$ cat config.mk
export PLATFORM = sky130hd
export DESIGN_NAME = inst_encoder_writer
export DESIGN_NICKNAME = d
export VERILOG_FILES = /design/src/rtl/inst_encoder_writer.sv
export SDC_FILE = /design/constraint.sdc
export NUM_CORES = 1
export LEC_CHECK = 0
export CAP_MARGIN = 10
export CORE_ASPECT_RATIO = 1.5
export CORE_MARGIN = 1
export CORE_UTILIZATION = 36
export CTS_CLUSTER_DIAMETER = 120
export DETAILED_ROUTE_END_ITERATION = 7
export MAX_ROUTING_LAYER = met4
export PLACE_DENSITY = 0.76
export SLEW_MARGIN = 40
export SYNTH_ARGS = -nofsm -noshare
export SYNTH_HDL_FRONTEND = slang
export SYNTH_SLANG_ARGS = --single-unit
$ cat constraint.sdc
create_clock -name clk -period 2 [get_ports clk]
set_clock_uncertainty 0.2 [all_clocks]
set_input_delay 0.3 -clock clk [delete_from_list [all_inputs] [get_ports clk]]
set_output_delay 0.3 -clock clk [all_outputs]
set_load 0.02 [all_outputs]
$ cat src/rtl/inst_encoder_writer.sv
`default_nettype none
// +--------------------------------------------------------------------------+
// | Module   : inst_encoder_writer                                           |
// | Purpose  : Packs decoded MIPS R/I/J instruction fields into 32-bit words  |
// |            and writes them to consecutive instruction-memory locations,   |
// |            starting at word address 0, for in-system program loading.     |
// | Revision : 1.0 - initial release                                          |
// +--------------------------------------------------------------------------+
// | Ports                                                                    |
// |   clk, reset       : rising-edge clock, asynchronous active-high reset    |
// |   start            : one-cycle pulse opening a load session              |
// |   in_valid/in_ready: field-bundle handshake                              |
// |   fmt              : 00=R, 01=I, 10=J, 11=illegal                        |
// |   opcode..address  : instruction fields                                  |
// |   last             : final bundle of the session                         |
// |   mem_we/addr/wdata: one-word-per-cycle memory write port (registered)   |
// |   count            : words written this session                          |
// |   busy / done      : FSM in LOAD / FSM in DONE                           |
// |   overflow         : sticky, memory filled before last was accepted      |
// |   fmt_err          : sticky, an illegal-format bundle was accepted       |
// +--------------------------------------------------------------------------+
module inst_encoder_writer #(
  parameter int DEPTH  = 256,
  parameter int ADDR_W = 8
) (
  input  logic              clk,
  input  logic              reset,
  input  logic              start,
  input  logic              in_valid,
  output logic              in_ready,
  input  logic [1:0]        fmt,
  input  logic [5:0]        opcode,
  input  logic [4:0]        rs,
  input  logic [4:0]        rt,
  input  logic [4:0]        rd,
  input  logic [4:0]        shamt,
  input  logic [5:0]        funct,
  input  logic [15:0]       immediate,
  input  logic [25:0]       address,
  input  logic              last,
  output logic              mem_we,
  output logic [ADDR_W-1:0] mem_addr,
  output logic [31:0]       mem_wdata,
  output logic [ADDR_W:0]   count,
  output logic              busy,
  output logic              done,
  output logic              overflow,
  output logic              fmt_err
);

  typedef enum logic [1:0] {
    IDLE = 2'd0,
    LOAD = 2'd1,
    DONE = 2'd2
  } state_t;

  localparam logic [ADDR_W:0] FULL_C = (ADDR_W+1)'(DEPTH);

  state_t            state;
  // The write pointer and the session word count advance together on every
  // legal write and are cleared together on start, so one register serves both.
  logic [ADDR_W:0]   ptr;
  logic              last_acc;
  logic              accept;
  logic [31:0]       word;

  // ptr never exceeds DEPTH, so "ptr < DEPTH" reduces to an inequality test.
  assign in_ready = (state == LOAD) && (ptr != FULL_C) && !last_acc;
  assign accept   = in_valid && in_ready;
  assign count    = ptr;
  assign busy     = (state == LOAD);
  assign done     = (state == DONE);

  always_comb begin
    word = 32'h0;
    case (fmt)
      2'b00:   word = {6'h00, rs, rt, rd, shamt, funct};
      2'b01:   word = {opcode, rs, rt, immediate};
      2'b10:   word = {opcode, address};
      default: word = 32'h0;
    endcase
  end

  always_ff @(posedge clk or posedge reset) begin
    if (reset) begin
      state     <= IDLE;
      ptr       <= '0;
      last_acc  <= 1'b0;
      mem_we    <= 1'b0;
      mem_addr  <= '0;
      mem_wdata <= 32'h0;
      overflow  <= 1'b0;
      fmt_err   <= 1'b0;
    end else begin
      // Write strobe is a single-cycle pulse per accepted legal bundle.
      mem_we <= 1'b0;
      case (state)
        IDLE, DONE: begin
          if (start) begin
            state    <= LOAD;
            ptr      <= '0;
            last_acc <= 1'b0;
            overflow <= 1'b0;
            fmt_err  <= 1'b0;
          end
        end
        LOAD: begin
          // Session end is taken one edge after the final write so that the
          // write cycle itself is still reported as busy.
          if (last_acc) begin
            state <= DONE;
          end else if (ptr == FULL_C) begin
            state    <= DONE;
            overflow <= 1'b1;
          end else if (accept) begin
            last_acc <= last;
            if (fmt == 2'b11) begin
              fmt_err <= 1'b1;
            end else begin
              mem_we    <= 1'b1;
              mem_addr  <= ptr[ADDR_W-1:0];
              mem_wdata <= word;
              ptr       <= ptr + 1'b1;
            end
          end
        end
        default: state <= IDLE;
      endcase
    end
  end

endmodule
`default_nettype wire
Yosys cells after proc, flatten, opt, wreduce, memory -nomap -nowiden. Index checks and enable logic that the tools add are counted. Widths: inputs -> output; s select.

Word-level logic and storage cells: 70. Input port bits: 81. Register bits after elaboration: 55.

Bitwise logic cells: 3. Add/subtract/negate cells: 1. Equality and inequality tests: 15. Muxes and demuxes: 29. Reductions and logical operators: 14.

Operator list (count): $pmux 32 s3 (1); $mux 9 (5); $pmux 9 s2 (1); $mux 1 (15); $reduce_and 6->1 (2); $add 9x1->9 const B (1); $eq 9x9->1 const B (1); $ne 9x9->1 const B (1); $ne 2x2->1 const B (4); $eq 2x2->1 const B (3); $mux 2 (3); $ne 2x1->1 const B (3); $pmux 1 s2 (3); $reduce_and 5->1 (1); $eq 2x1->1 const B (2); $logic_not 2->1 (2); $pmux 2 s2 (1); $reduce_and 2->1 (2); $reduce_and 4->1 (1); $logic_and 1x1->1 (3); $ne 3x1->1 const B (1); $not 1->1 (3); $reduce_bool 2->1 (1); $reduce_or 2->1 (1); $logic_not 1->1 (1).

Longest topological paths before layout. Gate-level depths: netlist (run 1).

Depth in word-level cells: 8. Depth in mapped cells: 8. Gate-level depth less buffers: 7.

Worst setup path before layout (run 1). No wires, ideal clock.

Path type: flip-flop to flip-flop. Start: register ptr[4] (netlist: count[4]). End: register ptr[7] (netlist: count[7]). Arrival time: 1.900 ns. Setup time: 0.124 ns. Buffers on the path: 0. Cell stages (with the launch flop): 6. Path slack: -0.224 ns. Cells stage by stage: dfrtp_1 -> or4_4 -> o2111ai_4 -> inv_2 -> and3_1 -> a211o_1.

Cells in the longest elaborated chain, start to end: 6. Elaborated cells on any way between the ends: 14. Those cells by class: add/sub (1); eq/ne (4); mux (5); reduce/logical (4).

RTL lines: start, declared (RTL line 62) `logic [ADDR_W:0] ptr;`; start signal, assigned (RTL line 123) `ptr <= ptr + 1'b1;`; $add 9x1->9 or $ne 9x9->1 (tied branches) (RTL line 123, 68); $mux 9 or $logic_and 1x1->1 (tied branches) (RTL line 117, 68); $mux 9 or $logic_and 1x1->1 (tied branches) (RTL line 115, 68); $mux 9 or $logic_and 1x1->1 (tied branches) (RTL line 112, 69); $mux 9 or $ne 2x1->1 (tied branches); $pmux 9 s2 or $reduce_and 6->1 (tied branches).

Parallel ways exist; a longest one is shown, timed or not. The select of a mux whose other input is x is not followed. A chain may end at the register's enable or synchronous reset.

Final worst setup path (run 1).
Start: register ptr[4] (netlist: count[4]). End: register ptr[5] (netlist: count[5]).

Same word-level chain as after synthesis.

==> metrics.cfg, run 1 <==
[outcome]
outcome = finished, violations left
violations = setup timing

[synth]
synth.cell_area_um2 = 2720
syn_inst = 294
synth.avg_cell_area_um2 = 9.26
synth_flop_cell = dfrtp_1
synthArstFlopShare_pct = 100
synth-warning-count = 0
synth-seq-cells = 55
syn_nets = 377
ys_seq_area_share_pct = 50.5
synth_edf_count = 0
ys_types = 36

[global_route]
grt_pass1_vias = 2771
grt_remaining_overflow = 0
grt_pass1_wl_um = 12800
track_usage_pct = 21.4
antenna_found_initial = 0
grt_max_degree = 56

[die]
start_util_pct = 37.4
coreArea_um2 = 7270
num_rows = 38
ios = 136
die_w_um = 73.0
die_area_um2 = 7930
dieHeight_um = 109

[setup_path]
crit_chain = or4_4 -> o2111ai_4 -> inv_4 -> and3_1 -> a211o_1
worstSetupEndpointType = flip-flop
crit_fanout = 7
crit_arrival_ns = 2.12
cpMaxStageDelayCell = or4_4
slowest_delay_ns = 0.59
rr_startpoint = count[4]
crit_start = count[4]
crit_type = reg2reg
crit_required_ns = 1.98
start_kind = flip-flop

[layout]
antennaDiodeCount = 0
layout.nets = 546
area_delta_synth_final_pct = 78.3
fillers = 606
layout-drive-gt1-share_pct = 20.7
post-route-util_pct = 66.8
final_cells = 564

[sta]
holdWs_ns = 0.166
setup_viol = 46
hold_violations = 0
period_needed_ns = 2.14
worst_pin_slew_ns = 0.394
slew_headroom_pct = 73.6
fin_crit_sh_pct = 107
layout_setup_ws_ns = -0.141
max_freq_mhz = 467
rsz0062_at_grt = yes
drv_slew = 0

[route]
drtPass1Iterations = 4
wl_per_cell_um = 14.6
routed_wl_um = 8240
drc = 0
via_per_inst = 4.86
drt_iter0_markers = 83
num_vias = 2743
postRouteAntennaNets = 0

[clock_network]
cts_tree = yes
path_clk_slew_ns = 0.09
clk_latency_ns = 0.30
numCtsBuffers = 5
cts_buffer_depth = 2
root_buffer = clkbuf_8
holdBufCountCts = 0
cts_max_level = 2
clock_sinks = 55

[run]
cap_violations = 0

[place]
pre_cts_ws_ns = -0.332
gp_congestion = 0.848
dp.cells = 543
numPortBuffers = 135
hpwl_um = 5820

[power_and_ir_drop]
power_frac_clock_pct = 11.4
p_per_area_nw_per_um2 = 1070
peakVddDrop_uv = 619
netSwitchingFraction_pct = 38.4
p_switching_uw = 1990
combPwrFrac_pct = 55.4
seqPwrFrac_pct = 33.2
p_leak_uw = 0.00219
power.internal_uw = 3190
totalPowerFinal_uw = 5180

[worst_hold_path]
min_path_type = in2async

## power groups by stage
stage | clock network [µW] | registers (µW) | logic, µW
floorplan | 0 | 2100 | 761
global placement | 0 | 1690 | 2390
detailed placement | 0 | 1700 | 2450
CTS | 614 | 1700 | 2740
global route | 650 | 1760 | 3060
finish | 591 | 1720 | 2870
## synth_stat cells, drive strengths merged (5+ instances only)
cell	count	area, µm²
a211o	8	70.1
a21oi	25	125
a22o	7	61.3
buf	7	41.3
clkbuf	12	45.0
dfrtp	55	1380
inv	5	18.8
mux2i	16	160
nand2	53	199
nand3	7	35.0
nor2	22	90.1
nor2b	10	62.6
nor3b	6	45.0
o21ai	35	175
## registers in the layout, indices dropped and copies added, names as in the netlist
register and count:
mem_wdata 32, state 2, count 9, overflow 1, fmt_err 1, mem_addr 8, last_acc 1, mem_we 1
## critical path, delay by kind of cell, from the launching register on
family	cells	cell delay, ns
simple gates	2	0.77
compound gates	2	0.54
flops	1	0.42
buf+inv	1	0.11
## layout by cell type (no fill, tap or decap), types with 7 or more instances in the layout
cell type | Yosys | layout
a22o_1 | 7 | 7
mux2i_1 | 16 | 16
nand2_1 | 53 | 40
dfrtp_1 | 55 | 53
nand2_2 | 0 | 7
clkdlybuf4s50_1 | 0 | 130
o21ai_0 | 35 | 20
nor2_1 | 21 | 18
a21oi_1 | 25 | 25
buf_6 | 1 | 7
nor2b_1 | 10 | 9
o21ai_2 | 0 | 9
a211o_1 | 8 | 8
buf_4 | 1 | 31
## layer usage
| layer | global-route usage (%) | vias to the layer above | part of all wire [%] |
|---|---|---|---|
| li1 | - | 1348 | - |
| met1 | 23.7 | 1304 | 38 |
| met2 | 39.0 | 81 | 57 |
| met3 | 2.98 | 10 | 3.3 |
| met4 | 6.44 | 0 | 1.6 |
| met5 | - | - | 0 |
## path summary, 6_finish.rpt
| check | to | slack, ns | cells past startpoint |
|---|---|---|---|
| setup / recovery | count[5] | -0.14 | 5 |
| hold / removal | mem_wdata[27] | 0.17 | 3 |
| setup reg to reg | count[5] | -0.14 | 5 |
| hold reg to reg | mem_addr[4] | 0.27 | 2 |
| max in group asynchronous | count[4] | 1.16 | 3 |
| min in group clk | mem_addr[4] | 0.27 | 2 |
## cells by family after synthesis
| kind of cell | share of synthesized area, % |
|---|---|
| AOI/OAI and AO/OA | 18.0 |
| xor gates and xnor gates | 0.965 |
| adders and majority gates | 0.919 |
| buffers and inverters | 3.86 |
| DFF | 50.5 |
| muxes | 5.88 |
| and+or+nand+nor | 19.8 |
## repair_timing
action,in CTS,in global routing
resized for setup,56,30
buffers inserted,9,3
pin swaps,23,9
gates cloned,2,1
endpoints found under the setup margin,46,53
## metrics by stage
stage / TNS, ns / cell area [µm²]
2_1_floorplan: -2.96 / 2730
3_3_place_gp: -1.68 / 4400
3_5_place_dp: -2.59 / 4400
4_1_cts: -2.16 / 4730
5_1_grt: -6.49 / 4860
6_report: -3.31 / 4860
## final cells by class
type	count	area [µm²]	area share [%]
repair buffers	181	1830	37.7
multi-input cells	215	1420	29.2
flip-flops and latches	55	1380	28.4
well taps	100	125	2.58
clock buffers	6	72.6	1.49
inverters	5	21.3	0.438
clock inverters	2	12.5	0.258
Note: power is estimated with default switching activity, not from simulation.
==> run 2, diff against run 1 <==
--- a/config.mk
+++ b/config.mk
@@ -14,4 +14,5 @@
 export MAX_ROUTING_LAYER = met4
 export PLACE_DENSITY = 0.76
+export SKIP_CTS_REPAIR_TIMING = 1
 export SLEW_MARGIN = 40
 export SYNTH_ARGS = -nofsm -noshare
==> constraint.sdc (replaced) <==
create_clock -name clk -period 2 [get_ports clk]
set_clock_uncertainty 0.2 [all_clocks]
set_input_delay 0.2 -clock clk [delete_from_list [all_inputs] [get_ports clk]]
set_output_delay 0.2 -clock clk [all_outputs]
set_load 0.02 [all_outputs]
==> run 2 against run 1 <==
The run still ends with setup timing left. Power is 4.8% lower. Worst setup slack worse by 0.029 ns. Register-to-register slack got worse by 0.03 ns. Critical path depth up 1. Utilization fell by 2.9 points. Global-route usage decreased by 0.36 points. Routed wire length fell by 6.3%. Clock power rose by 3.9%. Clock-buffer cell count is the same. Largest power group unchanged.
==> metrics.cfg, run 2 (synthesis results as in run 1) <==
[route]
via_per_inst = 4.87  ; was 4.86
postRouteAntennaNets = 0  ; unchanged
wl_per_cell_um = 13.9  ; was 14.6 µm
m1WireLength_um = 2970  ; was 3140 µm
num_vias = 2697  ; was 2,743
drt_iter0_markers = 116  ; was 83
dr_wl_met2_um = 4280  ; was 4690 µm
drtPass1Iterations = 4  ; unchanged
drc = 0  ; unchanged
routed_wl_um = 7720  ; was 8240 µm
top_layer = met4  ; unchanged
met3_length_um = 312  ; was 276 µm

[die]
num_rows = 38  ; unchanged
start_util_pct = 37.4  ; unchanged
ios = 136  ; unchanged
die_area_um2 = 7930  ; unchanged
dieHeight_um = 109  ; unchanged
coreArea_um2 = 7270  ; unchanged
die_w_um = 73.0  ; unchanged

[setup_path]
start_kind = flip-flop  ; unchanged
critical_path_buf_inv_count = 2  ; was 1
cpMaxStageDelayCell = or4_4  ; unchanged
slowest_delay_ns = 0.55  ; was 0.59 ns
crit_required_ns = 2.00  ; was 1.98 ns
crit_chain = or4_4 -> buf_6 -> o2111ai_4 -> inv_4 -> and3_4 -> a211o_1  ; was or4_4 -> o2111ai_4 -> inv_4 -> and3_1 -> a211o_1
worstSetupEndpointType = flip-flop  ; unchanged
crit_fanout = 6  ; was 7
crit_arrival_ns = 2.17  ; was 2.12 ns
crit_type = reg2reg  ; unchanged
path_delay_family = simple AND/OR/NAND/NOR gates  ; unchanged

[global_route]
grt_remaining_overflow = 0  ; unchanged
grt_max_degree = 56  ; unchanged
grt_pass1_wl_um = 12500  ; was 12,800 µm
antenna_found_initial = 0  ; unchanged
grt_pass1_vias = 2669  ; was 2,771
track_usage_pct = 21.0  ; was 21.4%

[layout]
multi_input_area_um2 = 1330  ; was 1420 µm²
final_cells = 554  ; was 564
final_common_cell = clkdlybuf4s50_1  ; unchanged
fillers = 600  ; was 606
antennaDiodeCount = 0  ; unchanged
layout-drive-gt1-share_pct = 15.2  ; was 20.7%
layout.nets = 536  ; was 546
layout_common_cells = 132 x clkdlybuf4s50_1, 53 x dfrtp_1, 44 x nand2_1  ; was 130 x clkdlybuf4s50_1, 53 x dfrtp_1, 40 x nand2_1
seq_area_um2 = 1380  ; unchanged
largest-register = mem_wdata  ; unchanged
area_delta_synth_final_pct = 70.6  ; was 78.3%
fin_area_um2 = 4650  ; was 4860 µm²
largest_reg_flops = 32  ; unchanged

[outcome]
violations = setup timing  ; unchanged
outcome = finished, violations left  ; unchanged

[clock_network]
path_clk_slew_ns = 0.10  ; was 0.09 ns
cts_tree = yes  ; unchanged
cts_max_level = 2  ; unchanged
numCtsBuffers = 5  ; unchanged
clk_latency_ns = 0.31  ; was 0.30 ns
cts_buffer_depth = 2  ; unchanged
root_buffer = clkbuf_8  ; unchanged
clock_sinks = 55  ; unchanged

[run]
cap_violations = 0  ; unchanged

[sta]
totalNegativeSetupSlack_ns = -4.82  ; was -3.31 ns
rsz0062_at_grt = yes  ; unchanged
layout_setup_ws_ns = -0.170  ; was -0.141 ns
period_needed_ns = 2.17  ; was 2.14 ns
setup_viol = 51  ; was 46
slew_headroom_pct = 70.3  ; was 73.6%
hold_violations = 0  ; unchanged
max_freq_mhz = 461  ; was 467 MHz
fin_crit_sh_pct = 108  ; was 107%
worst_pin_slew_ns = 0.445  ; was 0.394 ns
drv_slew = 0  ; unchanged

[power_and_ir_drop]
p_per_area_nw_per_um2 = 1060  ; was 1070 nW/µm²
peakVddDrop_uv = 543  ; was 619 µV
p_leak_uw = 0.00209  ; was 0.00219 µW

[place]
gp_congestion = 0.852  ; was 0.848
hpwl_um = 5970  ; was 5820 µm
dp.cells = 543  ; unchanged
numPortBuffers = 135  ; unchanged
dpl_cell_area_um2 = 4390  ; was 4400 µm²

[worst_hold_path]
min_path_type = in2async  ; unchanged

==> run 2: tightest hold or removal path: cells and delay by family <==
family	cells	cell delay, ns
buf+inv	3	0.75
==> run 2: worst paths after layout <==
| check | to | from | slack [ns] | cells after the start |
|---|---|---|---|---|
| max | count[5] | count[4] | -0.17 | 6 |
| min | last_acc | reset | 0.06 | 3 |
| max reg2reg | count[5] | count[4] | -0.17 | 6 |
| min reg2reg | mem_addr[6] | mem_addr[6] | 0.28 | 2 |
| max in group asynchronous | count[4] | reset | 1.27 | 3 |
| min in group clk | mem_addr[6] | mem_addr[6] | 0.28 | 2 |
==> run 2: where the power goes <==
group | leakage, µW | total, µW | switching (µW) | internal, µW
Clock | 0.0000412 | 614 | 368 | 246
Sequential | 0.000714 | 1710 | 239 | 1470
Combinational | 0.00133 | 2610 | 1280 | 1330
==> run 2: layout make-up <==
cell class | instances | share of cell area (%)
clock buffer | 6 | 1.56
clock inverter | 2 | 0.269
multi-input combinational | 215 | 28.6
sequential | 55 | 29.7
timing repair buffer | 171 | 36.7
inverter | 5 | 0.458
tap | 100 | 2.69
==> run 2: stage by stage <==
stage	power (µW)	utilization, %	setup slack [ns]	hold slack (ns)
after global placement	4080	60.4	-0.172	0.258
after floorplan	2860	-	-0.176	0.108
after CTS	4770	61.5	-0.528	0.0673
after detailed placement	4140	60.4	-0.192	0.261
final	4930	63.9	-0.170	0.0551
after global routing	5250	63.9	-0.245	0.0849
==> run 2: metal layers <==
metal / global-route usage (%) / up-vias
met4: 8.68 / 0
li1: - / 1334
met3: 3.91 / 13
met2: 36.6 / 89
met1: 23.2 / 1261
met5: - / -
==> run 3, diff against run 2 <==
Settings changed: CORE_UTILIZATION 36 to 38, CTS_BUF_LIST from default to sky130_fd_sc_hd__clkbuf_2 sky130_fd_sc_hd__clkbuf_4 sky130_fd_sc_hd__clkbuf_8, CTS_CLUSTER_DIAMETER 120 to 200, PLACE_DENSITY 0.76 to 0.8.
==> run 3 against run 2 <==
The run ends with DRC, setup timing left. Clock power rose by 22%. Register-to-register slack improved by 0.04 ns. Flip-flop and latch count did not move. First-iteration DRC count rose by 78%. Fmax rose by 1.8%. Routed wire length rose by 2.0%. Combinational power fell by 3%. Critical path type unchanged.
==> metrics.cfg, run 3 (synthesis results as in run 1) <==
[worst_hold_path]
min_path_type = in2async  ; unchanged

[setup_path]
crit_required_ns = 2.00  ; about the same
crit_arrival_ns = 2.13  ; was 2.17 ns
crit_fanout = 7  ; was 6
worstSetupEndpointType = flip-flop  ; unchanged
crit_type = reg2reg  ; unchanged
start_kind = flip-flop  ; unchanged

[clock_network]
clk_latency_ns = 0.30  ; was 0.31 ns
cts_max_level = 2  ; unchanged
root_buffer = clkbuf_8  ; unchanged
numCtsBuffers = 5  ; unchanged
cts_buffer_depth = 2  ; unchanged
path_clk_slew_ns = 0.10  ; about the same
cts_tree = yes  ; unchanged
clock_sinks = 55  ; unchanged

[layout]
fillers = 577  ; was 600
post-route-util_pct = 66.2  ; was 63.9%
fin_area_um2 = 4560  ; was 4650 µm²
area_delta_synth_final_pct = 67.6  ; was 70.6%
layout.nets = 538  ; was 536
final_common_cell = clkdlybuf4s50_1  ; unchanged
multi_input_area_um2 = 1270  ; was 1330 µm²
seq_area_um2 = 1380  ; unchanged
layout_common_cells = 132 x clkdlybuf4s50_1, 53 x dfrtp_1, 51 x nand2_1  ; was 132 x clkdlybuf4s50_1, 53 x dfrtp_1, 44 x nand2_1
largest-register = mem_wdata  ; unchanged
antennaDiodeCount = 0  ; unchanged
layout-drive-gt1-share_pct = 13.8  ; was 15.2%
largest_reg_flops = 32  ; unchanged

[sta]
fin_crit_sh_pct = 107  ; was 108%
period_needed_ns = 2.13  ; was 2.17 ns
layout_setup_ws_ns = -0.132  ; was -0.170 ns
rsz0062_at_grt = yes  ; unchanged
slew_headroom_pct = 77.6  ; was 70.3%
setup_viol = 28  ; was 51
hold_violations = 0  ; unchanged
totalNegativeSetupSlack_ns = -1.70  ; was -4.82 ns
max_freq_mhz = 469  ; was 461 MHz
worst_pin_slew_ns = 0.335  ; was 0.445 ns
drv_slew = 0  ; unchanged

[global_route]
grt_pass1_vias = 2700  ; was 2,669
grt_pass1_wl_um = 12400  ; was 12,500 µm
antenna_found_initial = 0  ; unchanged
grt_max_degree = 56  ; unchanged
track_usage_pct = 21.6  ; was 21.0%
grt_remaining_overflow = 0  ; unchanged

[route]
drc = 6  ; was 0
drt_iter0_markers = 206  ; was 116
via_per_inst = 5.19  ; was 4.87
num_vias = 2772  ; was 2,697
drtPass1Iterations = 7  ; was 4
postRouteAntennaNets = 0  ; unchanged
wl_per_cell_um = 14.8  ; was 13.9 µm
routed_wl_um = 7880  ; was 7720 µm

[power_and_ir_drop]
p_leak_uw = 0.00208  ; was 0.00209 µW
p_per_area_nw_per_um2 = 1090  ; was 1060 nW/µm²
peakVddDrop_uv = 681  ; was 543 µV

[place]
dpl_cell_area_um2 = 4380  ; was 4390 µm²
numPortBuffers = 135  ; unchanged
gp_congestion = 0.784  ; was 0.852
hpwl_um = 6070  ; was 5970 µm

[outcome]
outcome = finished, violations left  ; unchanged
violations = DRC, setup timing  ; was setup timing

[die]
die_area_um2 = 7520  ; was 7930 µm²
die_w_um = 71.1  ; was 73.0 µm
ios = 136  ; unchanged
num_rows = 37  ; was 38
dieHeight_um = 106  ; was 109 µm
start_util_pct = 39.5  ; was 37.4%
coreArea_um2 = 6900  ; was 7270 µm²

[run]
cap_violations = 0  ; unchanged

[run 3: changes by cell type in the layout (fill, tap and decap cells not counted), sizes merged]
| cell | before | now |
|---|---|---|
| buf | 35 | 38 |
| dlymetal6s2s | 3 | 2 |
| clkinv | 1 | 0 |
| bufinv | 0 | 1 |
[run 3: area by class of cell]
type,count,share of cell area (%)
clock inverter,2,0.822
tap,78,2.14
inverter,5,0.411
sequential,55,30.2
multi-input combinational,215,27.9
timing repair buffer,173,36.9
clock buffer,6,1.67
[run 3: worst paths after layout]
check                        startpoint       endpoint  slack [ns]  cells after the start
setup / recovery               count[4]  mem_wdata[31]       -0.13                      6
hold / removal                    reset       state[0]        0.08                      3
setup reg to reg               count[4]  mem_wdata[31]       -0.13                      6
hold reg to reg            mem_wdata[8]   mem_wdata[8]        0.28                      2
max in group asynchronous         reset        fmt_err        1.26                      3
min in group clk           mem_wdata[8]   mem_wdata[8]        0.28                      2
[run 3: metrics by stage]
stage | hold slack [ns] | power, µW | setup WS [ns] | instances
2_1_floorplan | 0.108 | 2860 | -0.176 | 294
3_3_place_gp | 0.258 | 4110 | -0.0861 | 523
3_5_place_dp | 0.269 | 4170 | -0.0929 | 523
4_1_cts | 0.0861 | 4930 | -0.452 | 531
5_1_grt | 0.0895 | 5270 | -0.171 | 534
6_report | 0.0773 | 4960 | -0.132 | 534
[run 3: per-layer routing]
| metal | track usage [%] | vias to the layer above | share of wire (%) |
|---|---|---|---|
| met2 | 39.1 | 99 | 56 |
| met5 | - | - | 0 |
| li1 | - | 1334 | - |
| met4 | 6.86 | 0 | 2.0 |
| met3 | 3.63 | 15 | 4.5 |
| met1 | 23.8 | 1324 | 37 |
[run 3: worst max-delay path: stages (launching register included)]
cell	delay, ns
dfrtp_2	0.42
or4_4	0.57
o211ai_1	0.21
buf_4	0.17
buf_8	0.13
o21ai_2	0.05
a211o_1	0.26
[run 3: where the power goes]
part / internal, µW / switching (µW) / total [µW] / leakage, µW
clock: 388 / 359 / 747 / 0.0000548
combinational: 1270 / 1260 / 2530 / 0.00131
sequential: 1470 / 214 / 1680 / 0.000714
